$ cat config.mk
export PLATFORM = sky130hd
export DESIGN_NAME = fetch_unit
export DESIGN_NICKNAME = d
export VERILOG_FILES = /design/src/rtl/fetch_unit.sv
export SDC_FILE = /design/constraint.sdc
export NUM_CORES = 1
export LEC_CHECK = 0
export ABC_CLOCK_PERIOD_IN_PS = 2800
export CAP_MARGIN = 20
export CORE_ASPECT_RATIO = 0.8
export CORE_UTILIZATION = 46
export DETAILED_ROUTE_END_ITERATION = 8
export PLACE_DENSITY = 0.8
export SYNTH_ARGS = -nofsm -noshare
export SYNTH_HDL_FRONTEND = slang
export SYNTH_SLANG_ARGS = --single-unit
$ cat constraint.sdc
create_clock -name clk -period 2.8 [get_ports clk]
set_input_delay 0.56 -clock clk [delete_from_list [all_inputs] [get_ports clk]]
set_output_delay 0.56 -clock clk [all_outputs]
set_load 0.05 [all_outputs]
$ cat src/rtl/fetch_unit.sv
// Instruction fetch stage: one outstanding imem read, a one-entry hold buffer for
// responses that land while downstream is stalled, and redirect-driven flush.
module fetch_unit #(
  parameter logic [31:0] RESET_PC = 32'h0000_0000
) (
  input  logic        clk,
  input  logic        rst_n,
  input  logic        pipeline_stop,
  input  logic        redirect_valid,
  input  logic [31:0] redirect_pc,
  output logic        imem_req,
  output logic [31:0] imem_addr,
  input  logic        imem_gnt,
  input  logic        imem_rvalid,
  input  logic [31:0] imem_rdata,
  output logic [31:0] if_pc,
  output logic [31:0] if_inst,
  output logic        if_valid
);

  typedef enum logic [1:0] {REQ, WAIT, HOLD, DROP} state_t;

  state_t      r_state, w_state_nxt;
  logic [31:0] r_pc, w_pc_nxt;
  logic [31:0] r_req_pc, w_req_pc_nxt;
  logic [31:0] r_hold_pc, w_hold_pc_nxt;
  logic [31:0] r_hold_inst, w_hold_inst_nxt;
  logic [31:0] r_if_pc, w_if_pc_nxt;
  logic [31:0] r_if_inst, w_if_inst_nxt;
  logic        r_if_valid, w_if_valid_nxt;
  logic        w_out_free;
  logic        w_unused;

  assign w_unused   = ^redirect_pc[1:0];
  assign w_out_free = !r_if_valid || !pipeline_stop;

  always_comb begin
    w_state_nxt     = r_state;
    w_pc_nxt        = r_pc;
    w_req_pc_nxt    = r_req_pc;
    w_hold_pc_nxt   = r_hold_pc;
    w_hold_inst_nxt = r_hold_inst;
    // Presented instruction is held only while stalled; otherwise it is consumed.
    if (r_if_valid && pipeline_stop) begin
      w_if_pc_nxt    = r_if_pc;
      w_if_inst_nxt  = r_if_inst;
      w_if_valid_nxt = r_if_valid;
    end else begin
      w_if_pc_nxt    = 32'h0;
      w_if_inst_nxt  = 32'h0;
      w_if_valid_nxt = 1'b0;
    end

    if (redirect_valid) begin
      w_pc_nxt        = {redirect_pc[31:2], 2'b00};
      w_if_pc_nxt     = 32'h0;
      w_if_inst_nxt   = 32'h0;
      w_if_valid_nxt  = 1'b0;
      w_hold_pc_nxt   = 32'h0;
      w_hold_inst_nxt = 32'h0;
      // A response arriving in the redirect cycle itself is the one being dropped,
      // so there is nothing left to wait for.
      case (r_state)
        REQ:       w_state_nxt = imem_gnt ? DROP : REQ;
        WAIT, DROP: w_state_nxt = imem_rvalid ? REQ : DROP;
        default:   w_state_nxt = REQ;
      endcase
    end else begin
      case (r_state)
        REQ: begin
          if (imem_gnt) begin
            w_state_nxt  = WAIT;
            w_req_pc_nxt = r_pc;
            w_pc_nxt     = r_pc + 32'd4;
          end
        end
        WAIT: begin
          if (imem_rvalid) begin
            if (w_out_free) begin
              w_if_pc_nxt    = r_req_pc;
              w_if_inst_nxt  = imem_rdata;
              w_if_valid_nxt = 1'b1;
              w_state_nxt    = REQ;
            end else begin
              w_hold_pc_nxt   = r_req_pc;
              w_hold_inst_nxt = imem_rdata;
              w_state_nxt     = HOLD;
            end
          end
        end
        HOLD: begin
          if (!pipeline_stop) begin
            w_if_pc_nxt    = r_hold_pc;
            w_if_inst_nxt  = r_hold_inst;
            w_if_valid_nxt = 1'b1;
            w_state_nxt    = REQ;
          end
        end
        default: begin
          if (imem_rvalid) w_state_nxt = REQ;
        end
      endcase
    end
  end

  always_ff @(posedge clk or negedge rst_n) begin
    if (!rst_n) begin
      r_state     <= REQ;
      r_pc        <= RESET_PC;
      r_req_pc    <= 32'h0;
      r_hold_pc   <= 32'h0;
      r_hold_inst <= 32'h0;
      r_if_pc     <= 32'h0;
      r_if_inst   <= 32'h0;
      r_if_valid  <= 1'b0;
    end else begin
      r_state     <= w_state_nxt;
      r_pc        <= w_pc_nxt;
      r_req_pc    <= w_req_pc_nxt;
      r_hold_pc   <= w_hold_pc_nxt;
      r_hold_inst <= w_hold_inst_nxt;
      r_if_pc     <= w_if_pc_nxt;
      r_if_inst   <= w_if_inst_nxt;
      r_if_valid  <= w_if_valid_nxt;
    end
  end

  assign imem_req  = (r_state == REQ);
  assign imem_addr = r_pc;
  assign if_pc     = r_if_pc;
  assign if_inst   = r_if_inst;
  assign if_valid  = r_if_valid;

endmodule

### After elaboration in Yosys (flattened, before gate mapping)

Index checks and enable logic that the tools add are counted.

* output and inout port bits: 98
* bits in latches: 0
* word-level logic and storage cells: 71
* flip-flop bits (word level): 195
* bits in writable memories: 0
* memories kept: 0
* ROM bits: 0

* mux-type cells: 39
* equal/unequal tests: 7
* $add $sub $neg: 1
* shift-type cells: 0
* $lt $le $gt $ge: 0
* reductions and logical operators: 15
* bitwise operators: 1
* multiply operators: 0
* divide/modulo/power cells: 0

Operators with widths (number)
* $mux 32: 21
* $pmux 32 s2: 2
* $add 32x3->32 const B: 1
* $mux 2: 8
* $reduce_bool 2->1: 4
* $ne 3x3->1 const B: 2
* $pmux 2 s3: 1
* $reduce_and 3->1: 2
* $mux 1: 5
* $eq 2x2->1 const B: 2
* $pmux 2 s2: 1
* $reduce_and 4->1: 1
* $reduce_bool 4->1: 1
* $ne 3x2->1 const B: 1
* $eq 2x1->1 const B: 1
* $logic_not 1->1: 2
* $logic_not 2->1: 1
* $ne 2x2->1 const B: 1
* $pmux 1 s2: 1
* $reduce_and 2->1: 1
* $reduce_or 2->1: 1
* $logic_and 1x1->1: 1
* $logic_or 1x1->1: 1
* $not 1->1: 1

### Longest topological paths before layout

* depth in word-level cells: 6
* depth in mapped cells: 8

### Worst setup path after synthesis

Ideal clock, no wire load.

* kind: register to register
* start: register r_state[0]
* end: register r_pc[25], in the netlist imem_addr[25]
* slack: 0.125 ns
* library setup time: 0.124 ns
* arrival: 2.551 ns
* stages on the path, launching flop included: 9
* data required time: 2.676 ns
* path buffers: 2
* cells stage by stage: dfrtp_1 inv_1 ha_1 buf_6 nand4_1 or3_2 clkbuf_1 o31a_1 o31a_1

* word-level cells in the longest chain between the ends: 3

Ends and longest elaborated chain
* start: declaration: line 23 `state_t r_state, w_state_nxt;`
* start signal: assignment: line 117 `r_state <= w_state_nxt;`
* $logic_not 2->1
* via imem_req: line 11 `output logic imem_req,`
* $reduce_bool 2->1 (no source line)
* $reduce_and 2->1 (no source line)
* end signal: assignment: line 118 `r_pc <= w_pc_nxt;`
* end: declaration: line 24 `logic [31:0] r_pc, w_pc_nxt;`

The timed path passes the listed nets, and every way through them passes these cells.
A chain may end at the register's enable or synchronous reset.

### Worst setup path after layout

* start: register r_state[0]
* end: output port imem_req

* word-level cells in the longest chain between the ends: 1

Ends and longest elaborated chain
* $logic_not 2->1: line 128 `assign imem_req = (r_state == REQ);`
* end: declaration: line 11

No other way between the ends.

==> impl_metrics.env <==
export IMPL_min_path_type="in2async"
export IMPL_syn_avg_cell_area_sq_um=9.542
export IMPL_clockBufferDepth=2
export IMPL_yosysWarnings=0
export IMPL_peakVddDrop_uv=561.6
export IMPL_first_pass_iters=8
export IMPL_die_w_um=165.8
export IMPL_yosys_cell_types_count=46
export IMPL_crit_path_max_fanout=10
export IMPL_critPathCaptureType="output pin"
export IMPL_tns_ns=0
export IMPL_status="finished with violations"
export IMPL_cts_hold_buffers=0
export IMPL_synth_largest_area_cell="dfrtp_1"
export IMPL_p_seq_share_pct=33.3
export IMPL_path_class="reg2out"
export IMPL_start_kind="flop"
export IMPL_drt_wl_total_um=27740
export IMPL_num_rows=47
export IMPL_coreArea_sq_um=20880
export IMPL_area_growth_syn_to_layout_pct=25.85
export IMPL_synth_cells=1035
export IMPL_comb_power_share_pct=46.8
export IMPL_wl_per_cell_um=19.46
export IMPL_cp_arrival_ns=2.12
export IMPL_n_antenna_cell=0
export IMPL_cts_resized_gates=0
export IMPL_relSlewSlack_pct=53.47
export IMPL_antenna_found_initial=0
export IMPL_syn_area_sq_um=9876
export IMPL_drc=12
export IMPL_numCtsBuffers=17
export IMPL_post_place_cells=1394
export IMPL_postCtsSetupBuffers=0
export IMPL_worst_pin_slew_ns=0.6979
export IMPL_setup_viol=0
export IMPL_period_minus_slack_ns=2.684
export IMPL_finalNonFillerCells=1426
export IMPL_htree_levels=4
export IMPL_grt_pass1_wl_um=44660
export IMPL_drive_above_1_share_pct=9.075
export IMPL_die_height_um=133.1
export IMPL_required_ns=2.24
export IMPL_clock_sinks=190
export IMPL_clock_latency_ns=0.43
export IMPL_pre_cts_ws_ns=0.3574
export IMPL_cts_root_buf="clkbuf_16"
export IMPL_cts_tree="yes"
export IMPL_die_area_sq_um=22060
export IMPL_p_leak_nw=4.891
export IMPL_io_buffers=163
export IMPL_grt_util_all_layers_pct=25.26
export IMPL_grt_max_degree=85
export IMPL_viasPerCell=6.334
export IMPL_rsz0062_at_grt="false"
export IMPL_fmax_ghz=0.3726
export IMPL_ys_top_cells_by_area="dfrtp_1 48%, a22o_1 11%, a21oi_1 6.6%, nand2_1 6.1%, a211oi_1 4.8%"
export IMPL_final_hold_violation_count=0
export IMPL_grt_ovfl_total=0
export IMPL_clk_pin_slew_ns=0.07
export IMPL_drv_cap=0
export IMPL_io_pins=168
export IMPL_fin_skew_ns=0.009586
export IMPL_p_int_mw=7.068
export IMPL_synth_top_cell_area_share_pct=48.14
export IMPL_p_per_area_nw_per_um2=1053
export IMPL_period_share_pct=95.84
export IMPL_drtAntennaViolNets=0
export IMPL_fin_nets=1219
export IMPL_pwr_share_clk_pct=19.9
export IMPL_p_sw_share_pct=46.01
export IMPL_ys_ff_latch=190
export IMPL_start_util_pct=47.31
export IMPL_setup_ws_ns=0.1165
export IMPL_violations="design-rule violations"
export IMPL_vias=9032
export IMPL_gp_congestion=0.8208
export IMPL_power_switching_mw=6.024
export IMPL_yosysSeqAreaShare_pct=48.14
export IMPL_drt_first_iter_violations=1001
export IMPL_grt_pass1_vias=8364
export IMPL_slew_violations=0
export IMPL_p_total_mw=13.09
export IMPL_dp_hpwl_um=17050
## Yosys cell counts, drive strengths merged
| master | count |
|---|---|
| a211oi | 63 |
| a21boi | 1 |
| a21oi | 130 |
| a222oi | 1 |
| a22o | 124 |
| a22oi | 62 |
| a311o | 1 |
| a31oi | 14 |
| and2 | 4 |
| and3 | 5 |
| and4 | 3 |
| buf | 15 |
| clkbuf | 92 |
| clkinv | 1 |
| conb | 1 |
| dfrtp | 190 |
| dlygate4sd3 | 1 |
| ha | 5 |
| inv | 11 |
| mux2 | 25 |
| mux2i | 1 |
| nand2 | 160 |
| nand2b | 2 |
| nand3 | 12 |
| nand4 | 10 |
| nor2 | 18 |
| nor2b | 1 |
| nor3 | 3 |
| nor4 | 5 |
| o211ai | 2 |
| o21ai | 23 |
| o21bai | 1 |
| o22a | 2 |
| o31a | 2 |
| o31ai | 13 |
| or2 | 1 |
| or3 | 2 |
| or4 | 17 |
| xnor2 | 8 |
| xor2 | 3 |
## sequential cells by signal (all words and copies together) (netlist names)
signal,flops
if_inst,32
if_pc,32
if_valid,1
imem_addr,30
r_hold_inst,32
r_hold_pc,31
r_req_pc,30
r_state,2
## critical path, cell delays in order (launching register included)
cell,delay (ns)
dfrtp_1,0.42
inv_1,0.15
ha_4,0.23
clkdlybuf4s50_1,0.89
## area by class of cell
cell class	instances	area (sq um)
fill	1707	8448
sequential	190	4755
multi-input combinational	726	4648
timing repair buffer	197	2013
clock buffer	17	425.4
tap	269	336.6
clock inverter	15	205.2
inverter	12	45.04
## logic make-up after synthesis
logic type,Yosys count,synth area share (%)
mux,26,2.952
simple gates,243,11.06
other cells,1,0.03797
xor+xnor,11,0.9756
compound gates,439,30.99
buf+inv,120,5.207
fa+ha+maj,5,0.6335
flops,190,48.14
## per-stage QoR
step                utilization (%)  hold slack (ns)  instance area [sq um]
floorplan                         -           0.2644                   9879
global placement              56.51           0.4886                  11800
detailed placement            56.51           0.4971                  11800
CTS                           59.53          0.04925                  12430
global route                  59.53          0.06312                  12430
finish                        59.53          0.04711                  12430
## placed cells by master, fill, tap and decap left out, types with 10 or more instances in the layout
cell type        instances
or4_1                   17
buf_4                   25
nand4_1                 10
a22oi_1                 62
a22o_1                 124
a211oi_1                63
o31ai_1                 13
mux2_2                  25
buf_12                  10
a31oi_1                 14
inv_1                   10
clkdlybuf4s50_1        161
clkbuf_16               17
nor2_1                  18
dfrtp_1                190
o21ai_0                 23
nand2_1                160
a21oi_1                130
nand3_1                 10
## power by group through the flow
stage | Combinational (mW) | Clock, mW | Sequential (mW)
floorplan | 2.46 | 0 | 5.84
global placement | 5.96 | 0 | 4.33
detailed placement | 6.08 | 0 | 4.37
CTS | 6.10 | 2.65 | 4.34
global route | 6.49 | 2.75 | 4.46
finish | 6.12 | 2.60 | 4.37
## path summary, 6_finish.rpt
| path | cells past startpoint | to | from | slack [ns] |
|---|---|---|---|---|
| max | 3 | imem_req | r_state[0] | 0.12 |
| min | 1 | r_hold_pc[29] | rst_n | 0.05 |
| max reg2reg | 5 | imem_addr[21] | imem_addr[6] | 0.60 |
| min reg2reg | 1 | r_hold_pc[1] | r_hold_pc[1] | 0.51 |
| max in group asynchronous | 2 | if_inst[24] | rst_n | 1.99 |
| min in group clk | 1 | r_hold_pc[1] | r_hold_pc[1] | 0.51 |
## per-layer routing
layer  track usage, %  share of wire [%]  vias up
met1            36.98                 45     4455
met2            39.15                 46      441
met4            5.607               0.74        0
met5                0                  0        -
li1                 -                  -     4112
met3            4.457                7.6       24
(Power assumes the default switching activity.)
